<file path="src/rtl/arb_types.sv">
// Shared types for the fetch/data memory port arbiter.
package arb_types;

  typedef enum logic [1:0] {
    IDLE,
    BUSY_I,
    BUSY_D
  } arb_state_t;

  typedef enum logic {
    GNT_I,
    GNT_D
  } arb_grant_t;

endpackage

</file>
<file path="src/rtl/mem_req_reg.sv">
// Registered downstream request bundle; load wins over strobe clear.
module mem_req_reg #(
  parameter int ADDR_W = 32,
  parameter int DATA_W = 32
) (
  input  logic                clk,
  input  logic                rst,
  input  logic                load,
  input  logic                stb_clr,
  input  logic                read_d,
  input  logic                write_d,
  input  logic [ADDR_W-1:0]   address_d,
  input  logic [DATA_W-1:0]   wdata_d,
  input  logic [DATA_W/8-1:0] byte_enable_d,
  output logic                read,
  output logic                write,
  output logic [ADDR_W-1:0]   address,
  output logic [DATA_W-1:0]   wdata,
  output logic [DATA_W/8-1:0] byte_enable
);

  always_ff @(posedge clk) begin
    if (rst) begin
      read        <= 1'b0;
      write       <= 1'b0;
      address     <= '0;
      wdata       <= '0;
      byte_enable <= '1;
    end else if (load) begin
      read        <= read_d;
      write       <= write_d;
      address     <= address_d;
      wdata       <= wdata_d;
      byte_enable <= byte_enable_d;
    end else if (stb_clr) begin
      read  <= 1'b0;
      write <= 1'b0;
    end
  end

endmodule

</file>
<file path="src/rtl/mem_port_arbiter.sv">
// Round-robin arbiter sharing one memory port between fetch and data.
module mem_port_arbiter
  import arb_types::*;
#(
  parameter int ADDR_W     = 32,
  parameter int DATA_W     = 32,
  parameter int WAIT_LIMIT = 255
) (
  input  logic                clk,
  input  logic                rst,
  input  logic                i_read,
  input  logic [ADDR_W-1:0]   i_address,
  output logic [DATA_W-1:0]   i_rdata,
  output logic                i_resp,
  input  logic                d_read,
  input  logic                d_write,
  input  logic [ADDR_W-1:0]   d_address,
  input  logic [DATA_W-1:0]   d_wdata,
  input  logic [DATA_W/8-1:0] d_byte_enable,
  output logic [DATA_W-1:0]   d_rdata,
  output logic                d_resp,
  output logic                mem_read,
  output logic                mem_write,
  output logic [ADDR_W-1:0]   mem_address,
  output logic [DATA_W-1:0]   mem_wdata,
  output logic [DATA_W/8-1:0] mem_byte_enable,
  input  logic [DATA_W-1:0]   mem_rdata,
  input  logic                mem_resp,
  output logic                timeout
);

  localparam int CW = (WAIT_LIMIT > 0) ? $clog2(WAIT_LIMIT + 1) : 1;
  localparam logic [CW-1:0] LIM = CW'(WAIT_LIMIT);

  arb_state_t state_q, state_d;
  arb_grant_t last_q;
  logic [CW-1:0] wait_q;
  logic [CW-1:0] wait_inc;
  logic grant_i, grant_d, done;
  logic busy, stall, cnt_en;
  logic i_req, d_req;

  assign i_req = i_read;
  assign d_req = d_read | d_write;

  always_comb begin
    state_d = state_q;
    grant_i = 1'b0;
    grant_d = 1'b0;
    done    = 1'b0;
    unique case (state_q)
      IDLE: begin
        if (i_req && (!d_req || last_q == GNT_D)) begin
          grant_i = 1'b1;
          state_d = BUSY_I;
        end else if (d_req) begin
          grant_d = 1'b1;
          state_d = BUSY_D;
        end
      end
      BUSY_I, BUSY_D: begin
        if (mem_resp) begin
          done    = 1'b1;
          state_d = IDLE;
        end
      end
      default: state_d = IDLE;
    endcase
  end

  assign busy     = state_q != IDLE;
  assign stall    = busy && !mem_resp;
  assign cnt_en   = stall && (wait_q != LIM);
  assign wait_inc = wait_q + CW'(1);

  always_ff @(posedge clk) begin
    if (rst) begin
      state_q <= IDLE;
      last_q  <= GNT_I;
      wait_q  <= '0;
      timeout <= 1'b0;
    end else begin
      state_q <= state_d;
      if (grant_i) last_q <= GNT_I;
      if (grant_d) last_q <= GNT_D;
      if (grant_i || grant_d) begin
        wait_q <= '0;
      end else if (cnt_en) begin
        wait_q <= wait_inc;
      end
      if (WAIT_LIMIT != 0 && cnt_en && wait_inc == LIM)
        timeout <= 1'b1;
    end
  end

  // Simultaneous d_read/d_write is issued as a write.
  mem_req_reg #(
    .ADDR_W(ADDR_W),
    .DATA_W(DATA_W)
  ) u_req (
    .clk          (clk),
    .rst          (rst),
    .load         (grant_i | grant_d),
    .stb_clr      (done),
    .read_d       (grant_i | (d_read & ~d_write)),
    .write_d      (grant_d & d_write),
    .address_d    (grant_i ? i_address : d_address),
    .wdata_d      (grant_i ? '0 : d_wdata),
    .byte_enable_d(grant_i ? '1 : d_byte_enable),
    .read         (mem_read),
    .write        (mem_write),
    .address      (mem_address),
    .wdata        (mem_wdata),
    .byte_enable  (mem_byte_enable)
  );

  assign i_resp  = !rst && state_q == BUSY_I && mem_resp;
  assign d_resp  = !rst && state_q == BUSY_D && mem_resp;
  assign i_rdata = mem_rdata;
  assign d_rdata = mem_rdata;

endmodule

</file>
<file path="config.mk">
export PLATFORM = sky130hd
export DESIGN_NAME = mem_port_arbiter
export DESIGN_NICKNAME = d
export VERILOG_FILES = /design/src/rtl/arb_types.sv /design/src/rtl/mem_req_reg.sv /design/src/rtl/mem_port_arbiter.sv
export SDC_FILE = /design/constraint.sdc
export NUM_CORES = 1
export LEC_CHECK = 0
export BUFFER_PORTS_ARGS = -buffer_cell sky130_fd_sc_hd__buf_2
export CAP_MARGIN = 20
export CORE_AREA = 2 2 106 108
export DETAILED_ROUTE_END_ITERATION = 10
export DIE_AREA = 0 0 108 110
export HOLD_SLACK_MARGIN = 0.03
export PLACE_DENSITY_LB_ADDON = 0.1
export SYNTH_ARGS = -nofsm -noshare
export SYNTH_HDL_FRONTEND = slang
export SYNTH_HIERARCHICAL = 1
export SYNTH_SLANG_ARGS = --single-unit
</file>
<file path="constraint.sdc">
create_clock -name clk -period 5.5 [get_ports clk]
set_input_delay 0.55 -clock clk [delete_from_list [all_inputs] [get_ports clk]]
set_output_delay 0.55 -clock clk [all_outputs]
set_load 0.05 [all_outputs]
</file>
==> metrics.md <==
| Metric | Value |
|---|---|
| CP peak stage delay | 700 ps |
| Vias in the first global route | 3295 |
| Crit-path cells | inv_1 > ha_1 > o21a_4 > buf_4 > or2_2 > a21oi_1 |
| Starting Density | 41.4% |
| Setup violators final | 0 |
| DP HPWL | 7.16 mm |
| CTS tree | yes |
| Via-to-Cell Ratio | 4.75 |
| CTS Buffer Depth | 2 |
| Reg area | 1640 µm² |
| Mapped cell area | about 4400 µm² |
| Worst rel slew slack | 45.3% |
| Total CTS buffers | 9 |
| Number of enable flip-flop cells after synthesis | 0 |
| Cell Rows | 38 |
| Final Hold Vio Count | 0 |
| Synthesized flop and latch total | 82 |
| Multi-input gate area | 2110 µm² |
| Mux contribution to synthesized area | 23.1% |
| Main flop type after synthesis | dfxtp_1 |
| Max-capacitance violation count | 0 |
| Seq/Total Area, Yosys | 37.1% |
| Die Wd | 108 µm |
| FF-to-FF Start | state_q[0]$_SDFFE_PP0P_ |
| Global-route usage over all layers | between 10% and 20% |
| Placed cell areas | a little under 5000 µm² |
| CP arrival | around 2700 ps |
| Setup TNS | 0 ps |
| Fin crit share | 45.7% |
| Port-buffer cells | about 180 |
| Worst VDD drop | roughly 0.15 mV |
| Critical Path Start Type | flop |
| Critical Path Fanout Max | 46 |
| Post-Syn Nets | 609 |
| Crit path from | state_q[0]$_SDFFE_PP0P_ |
| Synth Area in XOR/XNOR | 0.989% |
| Hold Path Class | reg -> reg |
| Synth cell count leaders | dfxtp_1, nor2_1, mux2i_1, buf_4, and2_1 |
| Final Max Tran Viols | 0 |
| Core area | between 10000 and 15000 µm² |
| Largest family of logic cells by synthesized area | multiplexers |
| Die area | 11900 µm² |
| Most frequent cell after synthesis | dfxtp_1 |
| CTS root buffer | clkbuf_8 |
| Critical Path RT | ~5700 ps |
| Area delta synth->final | 14.3% |
| First-pass GRT wire length | ~16 mm |
| Synth Area in Simple Gates | about 17% |
| WP buf/inv | 2 |
| Post-layout min period | 2510 ps |
| CP endpoint kind | flop |
| IO Count | 275 |
| Status | finished clean |
| Largest net degree at the start of global routing | 77 |
| Compound-gate portion of the synthesized area | under 10% |
| Pwr dens | 370 nW/µm² |
| DRT Pass-1 Iters | 4 |
| Setup CP Type | reg -> reg |
| Post-synth ARST share | 0% |
| Grt ovf | 0 |
| Area share of the largest cell type after synthesis | 37.1% |
| Unique cell type count in the Yosys netlist | 45 |
| Avg WL per Cell | between 10 and 15 µm |
| Min-delay src | timeout$_SDFFE_PP0P_ |
| Post-CTS Setup Bufs | 0 |
| Share of cells above drive strength 1 | 41.1% |
| Syn avg cell area | approximately 9.5 µm² |
| Achievable frequency | roughly 0.4 GHz |
| Total wire length | about 10 mm |
| Vias | 3390 |
| Ys Warns | 6 |
| Synth Area in Adders | 1.41% |
| Fillers | 1093 |
| Hold Buf Count CTS | 0 |
| Clock latency on the worst-skew pair | around 340 ps |
| Most area-hungry cell type in the Yosys netlist | dfxtp_1 |
| Clock transition at path regs | about 80 ps |
| Die Y | 110 µm |
| Slew @ Worst Pin | 821 ps |
| Nets | 712 |
| Placer's final routability congestion estimate | 0.759 |
| Starting DRT DRC Count | 97 |
| Initial antenna violation count | 0 |
| Number of diodes | 0 |
| Synth area leaders | dfxtp_1, mux2i_1, buf_4 |
| Detail Route Antenna Nets | 0 |
| Design Area, Final | 5060 µm² |
| Drt drc | 0 |
| Leak | 0.00257 µW |
| CTS sink count | 82 |
| RSZ-0062 raised after global routing | false |
| Post-CTS sizing | 0 |
| Clock Skew | 4.55 ps |
| Cells after synthesis | 466 |
| Slowest library cell on the worst path | o21a_4 |
| Max H-tree Level | 3 |
| Delay-heaviest family, CP | compound AO/OA/AOI/OAI gates |
==> logic make-up (layout without fill, tap and decap cells) <==
group / count (synthesis) / after routing
muxes: 98 / 98
DFF: 82 / 82
and+or+nand+nor: 151 / 151
xor gates and xnor gates: 5 / 5
AOI/OAI and AO/OA: 29 / 29
adders and majority gates: 5 / 5
buffers and inverters: 96 / 204
==> layout make-up <==
cell class              instances  area share (%)
multi-input cells             288            41.7
clock buffers                  11            2.79
repair buffers                181            18.1
flip-flops and latches         82            32.4
clock inverters                 5            1.06
well taps                     140            3.46
inverters                       7           0.519
==> layer usage <==
layer	vias to the layer above	track usage, %	part of all wire [%]
li1	1699	-	-
met1	1530	18.8	41
met2	122	27.7	47
met3	39	7.76	9.7
met4	0	7.60	2.5
met5	-	0	0
==> final timing paths <==
check / slack (ps) / endpoint / cells after the start
worst max-delay path: 2990 / wait_q[7]$_SDFFE_PP0P_ / 6
worst min-delay path: 470 / timeout$_SDFFE_PP0P_ / 2
worst max register to register: 2990 / wait_q[7]$_SDFFE_PP0P_ / 6
worst min register to register: 470 / timeout$_SDFFE_PP0P_ / 2
==> metrics by stage <==
step / setup slack, ps / instances / hold WS [ps] / power (µW) / utilization [%]
after floorplan: 3590 / 466 / 477 / 1450 / -
after global placement: 2890 / 698 / 450 / 1450 / 45.5
after detailed placement: 2810 / 698 / 455 / 1450 / 45.5
after CTS: 2950 / 714 / 473 / 1900 / 47.3
after global routing: 2750 / 714 / 474 / 1980 / 47.3
final: 2990 / 714 / 467 / 1870 / 47.3
==> worst register-to-register path, cell delays in order (launching register included) <==
cell and delay, ps:
dfxtp_1 320, inv_1 100, ha_1 340, o21a_4 700, buf_4 600, or2_2 280, a21oi_1 60
==> power by group <==
group	switching, µW	internal, µW
clock	217	221
sequential	38.9	672
combinational	477	245
==> flip-flops by register name, indices dropped and copies added (netlist names) <==
name	cells
timeout	1
u_req/address	32
u_req/byte_enable	4
wait_q	8
state_q	2
last_q	1
u_req/read	1
u_req/wdata	32
u_req/write	1
==> cells in the final DEF (no fill, tap or decap), types with 2 or more instances in the layout <==
cell type,count
nor3b_1,3
ha_1,5
nand2b_1,9
xor2_1,3
and2_1,34
nand4_1,2
a211o_1,4
mux2i_1,66
or3b_1,2
dfxtp_1,82
a31oi_1,4
clkinv_2,3
xnor2_1,2
buf_4,3
and3b_1,2
nand2_1,8
nor2b_1,3
o21ai_0,4
or2_2,3
mux2_2,32
nand3_1,2
a211oi_1,2
inv_1,7
nor2_1,74
clkbuf_8,10
buf_2,178
a21oi_1,6
No activity file was read; power rests on OpenSTA's default activity.
